--- src/rtl/multicycle_control_unit_pkg.sv ---
// Shared definitions for the multicycle control unit: opcodes, state encoding,
// datapath select encodings and the control-word layout.
package multicycle_control_unit_pkg;

    localparam int unsigned ALUOP_W_DEF = 2;

    localparam logic [6:0] OP_LOAD   = 7'b0000011;
    localparam logic [6:0] OP_STORE  = 7'b0100011;
    localparam logic [6:0] OP_RTYPE  = 7'b0110011;
    localparam logic [6:0] OP_ITYPE  = 7'b0010011;
    localparam logic [6:0] OP_BRANCH = 7'b1100011;
    localparam logic [6:0] OP_JAL    = 7'b1101111;

    typedef enum logic [3:0] {
        S_FETCH  = 4'd0,
        S_DECODE = 4'd1,
        S_MEMADR = 4'd2,
        S_MEMRD  = 4'd3,
        S_MEMWB  = 4'd4,
        S_MEMWR  = 4'd5,
        S_EXEC_R = 4'd6,
        S_EXEC_I = 4'd7,
        S_ALUWB  = 4'd8,
        S_BRANCH = 4'd9,
        S_JAL    = 4'd10,
        S_TRAP   = 4'd11
    } state_t;

    localparam logic [1:0] RES_ALU     = 2'b00;
    localparam logic [1:0] RES_MEM     = 2'b01;
    localparam logic [1:0] RES_PC4     = 2'b10;
    localparam logic [1:0] SRCA_PC     = 2'b00;
    localparam logic [1:0] SRCA_OLDPC  = 2'b01;
    localparam logic [1:0] SRCA_RS1    = 2'b10;
    localparam logic [1:0] SRCB_RS2    = 2'b00;
    localparam logic [1:0] SRCB_IMM    = 2'b01;
    localparam logic [1:0] SRCB_FOUR   = 2'b10;
    localparam logic [1:0] ALUOP_ADD   = 2'b00;
    localparam logic [1:0] ALUOP_SUB   = 2'b01;
    localparam logic [1:0] ALUOP_FUNCT = 2'b10;

    typedef struct packed {
        logic       pc_write;
        logic       branch;
        logic       ir_write;
        logic       adr_src;
        logic       mem_read;
        logic       mem_write;
        logic       reg_write;
        logic [1:0] result_src;
        logic [1:0] alu_src_a;
        logic [1:0] alu_src_b;
        logic [1:0] alu_op;
        logic       illegal_instr;
    } ctrl_t;

    // Instruction class selected from DECODE; anything unrecognised traps.
    function automatic state_t decode_next(input logic [6:0] op, input bit en_jal);
        case (op)
            OP_LOAD, OP_STORE: return S_MEMADR;
            OP_RTYPE:          return S_EXEC_R;
            OP_ITYPE:          return S_EXEC_I;
            OP_BRANCH:         return S_BRANCH;
            OP_JAL:            return en_jal ? S_JAL : S_TRAP;
            default:           return S_TRAP;
        endcase
    endfunction

endpackage

--- src/rtl/multicycle_output_decode.sv ---
// Combinational state-to-control-word table for the multicycle control unit.
module multicycle_output_decode
    import multicycle_control_unit_pkg::*;
(
    input  state_t i_state,
    output ctrl_t  o_ctrl
);

    // One control word per state; fields not listed stay zero.
    always_comb begin
        o_ctrl = '0;
        case (i_state)
            S_FETCH: begin
                o_ctrl.mem_read  = 1'b1;
                o_ctrl.ir_write  = 1'b1;
                o_ctrl.pc_write  = 1'b1;
                o_ctrl.alu_src_a = SRCA_PC;
                o_ctrl.alu_src_b = SRCB_FOUR;
                o_ctrl.alu_op    = ALUOP_ADD;
            end
            S_DECODE: begin
                o_ctrl.alu_src_a = SRCA_OLDPC;
                o_ctrl.alu_src_b = SRCB_IMM;
                o_ctrl.alu_op    = ALUOP_ADD;
            end
            S_MEMADR: begin
                o_ctrl.alu_src_a = SRCA_RS1;
                o_ctrl.alu_src_b = SRCB_IMM;
                o_ctrl.alu_op    = ALUOP_ADD;
            end
            S_MEMRD: begin
                o_ctrl.mem_read = 1'b1;
                o_ctrl.adr_src  = 1'b1;
            end
            S_MEMWB: begin
                o_ctrl.reg_write  = 1'b1;
                o_ctrl.result_src = RES_MEM;
            end
            S_MEMWR: begin
                o_ctrl.mem_write = 1'b1;
                o_ctrl.adr_src   = 1'b1;
            end
            S_EXEC_R: begin
                o_ctrl.alu_src_a = SRCA_RS1;
                o_ctrl.alu_src_b = SRCB_RS2;
                o_ctrl.alu_op    = ALUOP_FUNCT;
            end
            S_EXEC_I: begin
                o_ctrl.alu_src_a = SRCA_RS1;
                o_ctrl.alu_src_b = SRCB_IMM;
                o_ctrl.alu_op    = ALUOP_FUNCT;
            end
            S_ALUWB: begin
                o_ctrl.reg_write  = 1'b1;
                o_ctrl.result_src = RES_ALU;
            end
            S_BRANCH: begin
                o_ctrl.branch    = 1'b1;
                o_ctrl.alu_src_a = SRCA_RS1;
                o_ctrl.alu_src_b = SRCB_RS2;
                o_ctrl.alu_op    = ALUOP_SUB;
            end
            S_JAL: begin
                o_ctrl.pc_write   = 1'b1;
                o_ctrl.reg_write  = 1'b1;
                o_ctrl.result_src = RES_PC4;
            end
            S_TRAP: begin
                o_ctrl.illegal_instr = 1'b1;
            end
            default: begin
                o_ctrl = '0;
            end
        endcase
    end

endmodule

--- src/rtl/multicycle_control_unit.sv ---
// Moore-style multicycle control FSM: state/opcode registers and next-state logic;
// the per-state control word comes from multicycle_output_decode.
module multicycle_control_unit
    import multicycle_control_unit_pkg::*;
#(
    parameter bit          MEM_HANDSHAKE = 1'b1,
    parameter int unsigned ALUOP_W       = ALUOP_W_DEF,
    parameter bit          EN_JAL        = 1'b1
) (
    input  logic               clk,
    input  logic               rst_n,
    input  logic [6:0]         opcode,
    input  logic               zero,
    input  logic               mem_ready,
    output logic               pc_write,
    output logic               branch,
    output logic               ir_write,
    output logic               adr_src,
    output logic               mem_read,
    output logic               mem_write,
    output logic               reg_write,
    output logic [1:0]         result_src,
    output logic [1:0]         alu_src_a,
    output logic [1:0]         alu_src_b,
    output logic [ALUOP_W-1:0] alu_op,
    output logic               illegal_instr,
    output logic [3:0]         state_dbg
);

    state_t     r_state;
    logic [6:0] r_opcode;
    ctrl_t      w_ctrl;
    logic       w_mem_done;
    logic       w_fetch_ok;
    logic       w_unused_zero;

    // The PC update uses branch & zero in the datapath, so zero never steers the FSM.
    assign w_unused_zero = zero;
    assign w_mem_done    = (MEM_HANDSHAKE == 1'b0) || mem_ready;
    assign w_fetch_ok    = (r_state != S_FETCH) || w_mem_done;

    multicycle_output_decode u_decode (
        .i_state (r_state),
        .o_ctrl  (w_ctrl)
    );

    // State register, opcode latch and next-state selection.
    always_ff @(posedge clk or negedge rst_n) begin
        if (!rst_n) begin
            r_state  <= S_FETCH;
            r_opcode <= 7'd0;
        end else begin
            case (r_state)
                S_FETCH:  r_state <= w_mem_done ? S_DECODE : S_FETCH;
                S_DECODE: begin
                    r_opcode <= opcode;
                    r_state  <= decode_next(opcode, EN_JAL);
                end
                S_MEMADR: r_state <= (r_opcode == OP_LOAD) ? S_MEMRD : S_MEMWR;
                S_MEMRD:  r_state <= w_mem_done ? S_MEMWB : S_MEMRD;
                S_MEMWR:  r_state <= w_mem_done ? S_FETCH : S_MEMWR;
                S_EXEC_R: r_state <= S_ALUWB;
                S_EXEC_I: r_state <= S_ALUWB;
                S_MEMWB, S_ALUWB, S_BRANCH, S_JAL, S_TRAP: r_state <= S_FETCH;
                default:  r_state <= S_FETCH;
            endcase
        end
    end

    // Reset forces every output quiet at once; fetch loads wait for mem_ready.
    assign pc_write      = rst_n & w_ctrl.pc_write & w_fetch_ok;
    assign ir_write      = rst_n & w_ctrl.ir_write & w_fetch_ok;
    assign branch        = rst_n & w_ctrl.branch;
    assign adr_src       = rst_n & w_ctrl.adr_src;
    assign mem_read      = rst_n & w_ctrl.mem_read;
    assign mem_write     = rst_n & w_ctrl.mem_write;
    assign reg_write     = rst_n & w_ctrl.reg_write;
    assign illegal_instr = rst_n & w_ctrl.illegal_instr;
    assign result_src    = rst_n ? w_ctrl.result_src : 2'b00;
    assign alu_src_a     = rst_n ? w_ctrl.alu_src_a : 2'b00;
    assign alu_src_b     = rst_n ? w_ctrl.alu_src_b : 2'b00;
    assign state_dbg     = r_state;

    // Zero-extend the two-bit ALU operation onto the configured width.
    always_comb begin
        alu_op = {ALUOP_W{1'b0}};
        if (rst_n) begin
            alu_op[1:0] = w_ctrl.alu_op;
        end else begin
            alu_op = {ALUOP_W{1'b0}};
        end
    end

endmodule

--- config.mk ---
export PLATFORM = sky130hd
export DESIGN_NAME = multicycle_control_unit
export DESIGN_NICKNAME = d
export VERILOG_FILES = /design/src/rtl/multicycle_control_unit_pkg.sv /design/src/rtl/multicycle_output_decode.sv /design/src/rtl/multicycle_control_unit.sv
export SDC_FILE = /design/constraint.sdc
export NUM_CORES = 1
export LEC_CHECK = 0
export BUFFER_PORTS_ARGS = -buffer_cell sky130_fd_sc_hd__clkbuf_2
export CAP_MARGIN = 20
export CORE_MARGIN = 4
export CORE_UTILIZATION = 44
export DETAILED_ROUTE_END_ITERATION = 16
export PLACE_DENSITY = 0.85
export SYNTH_ARGS = -nofsm -noshare
export SYNTH_HDL_FRONTEND = slang
export SYNTH_SLANG_ARGS = --single-unit
--- constraint.sdc ---
create_clock -name clk -period 1.75 [get_ports clk]
set_clock_uncertainty 0.05 [all_clocks]
set_input_delay 0.0875 -clock clk [delete_from_list [all_inputs] [get_ports clk]]
set_output_delay 0.0875 -clock clk [all_outputs]
set_load 0.02 [all_outputs]
* Word level (Yosys, flattened, before mapping)
Cells that the tools add are included.
** Storage, ports and cells
- Word-level logic and storage cells :: 57
- Bits in writable memories :: 0
- Flip-flop bits (word level) :: 11
- Memories kept :: 0
- Bits in read-only memories :: 0
- Bits of input ports :: 11
- Bits in latches :: 0
** Operators by class
- $add $sub $neg :: 0
- Reduce and logical (&&, ||, !) cells :: 8
- Bitwise operators :: 10
- Shift-type cells :: 0
- $lt $le $gt $ge :: 0
- Muxes and demuxes :: 19
- Divide/modulo/power cells :: 0
- Multipliers :: 0
- Equal/unequal tests :: 18
** Operator list (number)
- $pmux W6 S6 :: 1
- $pmux W4 S6 :: 1
- $pmux W4 S5 :: 1
- $eq A4 B3 Y1 const B :: 4
- $eq A4 B4 Y1 const B :: 4
- $eq A7 B2 Y1 const B :: 2
- $eq A7 B6 Y1 const B :: 2
- $eq A7 B7 Y1 const B :: 2
- $and A1 B1 Y1 :: 10
- $reduce_or A2 Y1 :: 5
- $mux W3 :: 3
- $pmux W3 S3 :: 1
- $eq A4 B2 Y1 const B :: 2
- $mux W1 :: 8
- $mux W2 :: 4
- $eq A7 B5 Y1 const B :: 1
- $eq A4 B1 Y1 const B :: 1
- $logic_not A4 Y1 :: 1
- $reduce_bool A4 Y1 :: 1
- $logic_or A1 B1 Y1 :: 1

* Longest topological paths before layout
- Depth in word-level cells :: 5
- Mapped depth :: 4
- Depth with buffers taken out :: 3

* Hierarchy
Synthesis repeated with hierarchy kept, for this count alone.
** Second synthesis, totals
- Cells, all modules :: 104
- Area total of the unflattened synthesis :: 927.1 µm²
** Modules (own cells, without submodules)
- multicycle_control_unit :: area each 715.7 µm², cells each 71, instances 1, seq. area each 275.3 µm²
- multicycle_output_decode :: area each 211.5 µm², cells each 33, instances 1, seq. area each 0.0 µm²

* Worst setup path after synthesis
Ideal clock, no wire load.
- Path kind :: register -> output
- Start point :: reg r_state[2], in the netlist state_dbg[2]
- End point :: out ir_write
- Buffers on the path :: 1
- Cell stages (with the launch flop) :: 4
- Arrival time :: 1798 ps
- Required time :: 1612 ps
- Path slack :: -185 ps
- Path through :: dfrtp_1 > buf_2 > nor4_1 > and2_1
** Between the ends
- Word-level cells in the longest chain between the ends :: 4
** RTL lines
- start, declared :: RTL line multicycle_control_unit.sv:30 : state_t r_state;
- start signal, assigned :: RTL line multicycle_control_unit.sv:54 : S_FETCH: r_state <= w_mem_done ? S_DECODE : S_FETCH;
- start signal, assigned :: RTL line multicycle_control_unit.sv:57 : r_state <= decode_next(opcode, EN_JAL);
- start signal, assigned :: RTL line multicycle_control_unit.sv:59 : S_MEMADR: r_state <= (r_opcode == OP_LOAD) ? S_MEMRD : S_MEMWR;
- $logic_not A4 Y1 :: RTL line multicycle_output_decode.sv:12 : case (i_state)
- $mux W1 :: RTL line multicycle_output_decode.sv:12
- $and A1 B1 Y1 :: RTL line multicycle_control_unit.sv:72 : assign ir_write = rst_n & w_ctrl.ir_write & w_fetch_ok;
- $and A1 B1 Y1 (*) :: RTL line multicycle_control_unit.sv:72
- end, declared :: RTL line multicycle_control_unit.sv:17 : output logic ir_write,
Mark *: on every way between the ends. The rest lies on a longest branch, timed or not.

* Worst setup path in the final report
- Start point :: reg r_state[1], in the netlist state_dbg[1]
- End point :: out pc_write
** Between the ends
- Word-level cells in the longest chain between the ends :: 5
** RTL lines
- $eq A4 B4 Y1 or $logic_not A4 Y1 (tied branches) :: RTL line multicycle_output_decode.sv:12
- $reduce_or A2 Y1 (no line)
- $mux W1 :: RTL line multicycle_output_decode.sv:12
- $and A1 B1 Y1 :: RTL line multicycle_control_unit.sv:71 : assign pc_write = rst_n & w_ctrl.pc_write & w_fetch_ok;
- $and A1 B1 Y1 (*) :: RTL line multicycle_control_unit.sv:71
- end, declared :: RTL line multicycle_control_unit.sv:15 : output logic pc_write,
Marks and branches as above.

==> results.cfg <==
[worst_setup_path]
cp_top_family = flip-flops
path_cells = buf_4, nor3b_1, a21oi_1, nor3_1, clkbuf_2
crit_buf_inv = 2
cpPeakStageDelay_ns = 0.46
cp.required_ns = 1.61
crit_arrival_ns = 1.51
slowest_stage = dfrtp_2
crit_type = flip-flop to output port
cp_max_fo = 11
worst_setup_path_end_kind = output port
start_kind = flip-flop

[final_layout]
design_area_um2 = 1052
nets = 134
drive_gt1_share_pct = 45.90
fin_cells = 146
fillers = 138
diodes = 0
area_growth_pct = 35.43

[logic_synthesis]
synthFlopType = dfrtp_1
synth-edff-count = 0
synth_top_area_share_pct = 35.43
syn-num-nets = 97
yosysMostFrequentCell = dfrtp_1
yosys_warnings = 0
synthTopCellsByArea = dfrtp_1 (35%), mux2_2 (10%), nor2b_1 (4.8%), nand2_1 (3.4%), nor4_1 (3.2%)
yosysTopAreaCell = dfrtp_1
syn_area_per_cell_um2 = 9.035
netlist_area_um2 = 777.0
synth_common_cells = dfrtp_1 (11), mux2_2 (7), nand2_1 (7)
yosys.cell_types.count = 35
yosysSeqAreaShare_pct = 35.43
async_flop_share_pct = 100.0
syn_inst = 86
ys_ff_latch = 11

[routing]
vias = 820
drt_first_iter_violations = 22
first_pass_iters = 4
wl_per_cell_um = 12.94
final_antenna_net_count = 0
drt_wl_total_um = 1889
drc_errors = 0
route.detailed.vias_per_inst = 5.616

[clocking]
cts_root_buffer = clkbuf_4
clk_path_buf_depth = 2
clk_latency_ns = 0.26
path_clk_slew_ns = 0.06
numClockSinks = 11
ctsHtreeMaxLevel = 1
cts_tree = built
cts_made_buffers = 3

[floorplan]
die_h_um = 50.02
initial_core_util_pct = 48.74
core-area_um2 = 1594
die_w_um = 50.02
rows = 14
ios = 31
die_area_um2 = 2502

[sta]
max_freq_mhz = 606.7
fin_crit_sh_pct = 94.19
rsz0062_at_grt = yes
fin_crit_ns = 1.648
relSlewSlack_pct = 74.42
hold_violations = 0
max_slew.worst_pin.slew_ns = 0.3802
slew_viol_final = 0
finalSetupViolations = 0
fin_ws_ns = 0.1017

[grt]
first_global_vias = 745
grtUsageTotal_pct = 15.77
grt-ovfl-total = 0
grt_first_pass_wirelength_um = 3208
antenna_found_initial = 0
grt_max_degree = 14

[place]
numPlacedInstances = 140
placed_cell_area_um2 = 982.2
place.gp.congestion = 0.8130
port_buffers = 29
hpwl_um = 1445
place_worst_setup_slack_ns = 0.2709

[power_and_ir_drop]
peakVddDrop_mv = 1.050
leakagePower_nw = 0.4800
power.total_mw = 1.679
p_per_area_nw_per_um2 = 1595

[run_status]
status = finished, final reports clean

[flow_run]
maxCapViolations = 0

[worst_hold_path]
hold_class = input port to flip-flop
-- where the power goes --
part	switching [mW]	leakage, nW	internal [mW]
logic	0.561	0.334	0.453
registers	0.117	0.131	0.383
clock network	0.0765	0.0150	0.0881
-- worst reg2reg max path: stages, from the launching register on --
cell,delay [ns]
dfrtp_1,0.41
nor4b_2,0.28
buf_4,0.22
mux2_2,0.35
-- logic make-up (layout without fill, tap and decap cells) --
kind of cell / after synthesis / count (layout) / share of synthesized area [%]
AO/OA/AOI/OAI: 18 / 18 / 16.43
XOR/XNOR: 1 / 1 / 1.127
buffers and inverters: 8 / 44 / 4.992
flip-flops: 11 / 11 / 35.43
multiplexers: 7 / 7 / 10.15
AND/OR/NAND/NOR: 41 / 41 / 31.88
-- metal layers --
metal | up-vias | track usage (%) | wire, um
met5 | - | 0 | 0
met4 | 0 | 5.530 | 17
met3 | 2 | 2.711 | 148
met2 | 34 | 25.43 | 901
met1 | 387 | 20.89 | 822
li1 | 397 | - | -
-- sequential cells by signal (all words and copies together), names as in the netlist --
register   count
r_opcode       7
state_dbg      4
-- metrics by stage --
| step | utilization, % | hold slack (ns) | TNS, ns |
|---|---|---|---|
| 6_report | 66.01 | 0.03038 | 0 |
| 5_1_grt | 66.01 | 0.02475 | -0.009585 |
| 4_1_cts | 63.89 | 0.02273 | 0 |
| 3_5_place_dp | 61.62 | -0.06544 | 0 |
| 3_3_place_gp | 61.62 | -0.06670 | 0 |
| 2_1_floorplan | - | -0.2581 | 0 |
-- what timing repair did --
item                       4_1_cts  5_1_grt
setup endpoints to repair        0       10
hold buffers                     1        1
setup buffers                    0        0
resized for setup                0        8
hold endpoints to repair        11        6
-- cell type report --
| class | count | area (um2) | area share [%] |
|---|---|---|---|
| well taps | 24 | 30.03 | 2.854 |
| inverters | 3 | 11.26 | 1.070 |
| repair buffers | 37 | 212.7 | 20.21 |
| multi-input cells | 67 | 494.2 | 46.97 |
| clock buffers | 4 | 26.28 | 2.497 |
| flip-flops and latches | 11 | 277.8 | 26.40 |
-- path summary, 6_finish.rpt --
path,slack (ns),from,end,cells past startpoint
max,0.10,state_dbg[1]$_DFF_PN0_,pc_write,5
min,0.03,opcode[5],r_opcode[5]$_DFFE_PN0P_,2
max reg2reg,0.33,state_dbg[3]$_DFF_PN0_,r_opcode[6]$_DFFE_PN0P_,3
min reg2reg,0.47,r_opcode[1]$_DFFE_PN0P_,r_opcode[1]$_DFFE_PN0P_,1
max in group asynchronous,0.82,rst_n,state_dbg[0]$_DFF_PN0_,3
min in group asynchronous,0.08,rst_n,r_opcode[5]$_DFFE_PN0P_,3
-- cell usage in the layout (no fill, tap or decap), types with 2 or more instances in the layout --
cell type and n:
clkbuf_2 29, dfrtp_1 9, nand2_1 7, mux2_2 7, nor2_1 6, buf_4 6, a21oi_1 4, inv_1 3
a211oi_1 3, nor4_1 3, nor2b_1 3, nor2b_2 3, o21ai_0 3, clkbuf_4 3, nor4b_2 2, or3b_1 2
and3_1 2, and2_1 2, dfrtp_2 2
(Power assumes the default switching activity.)
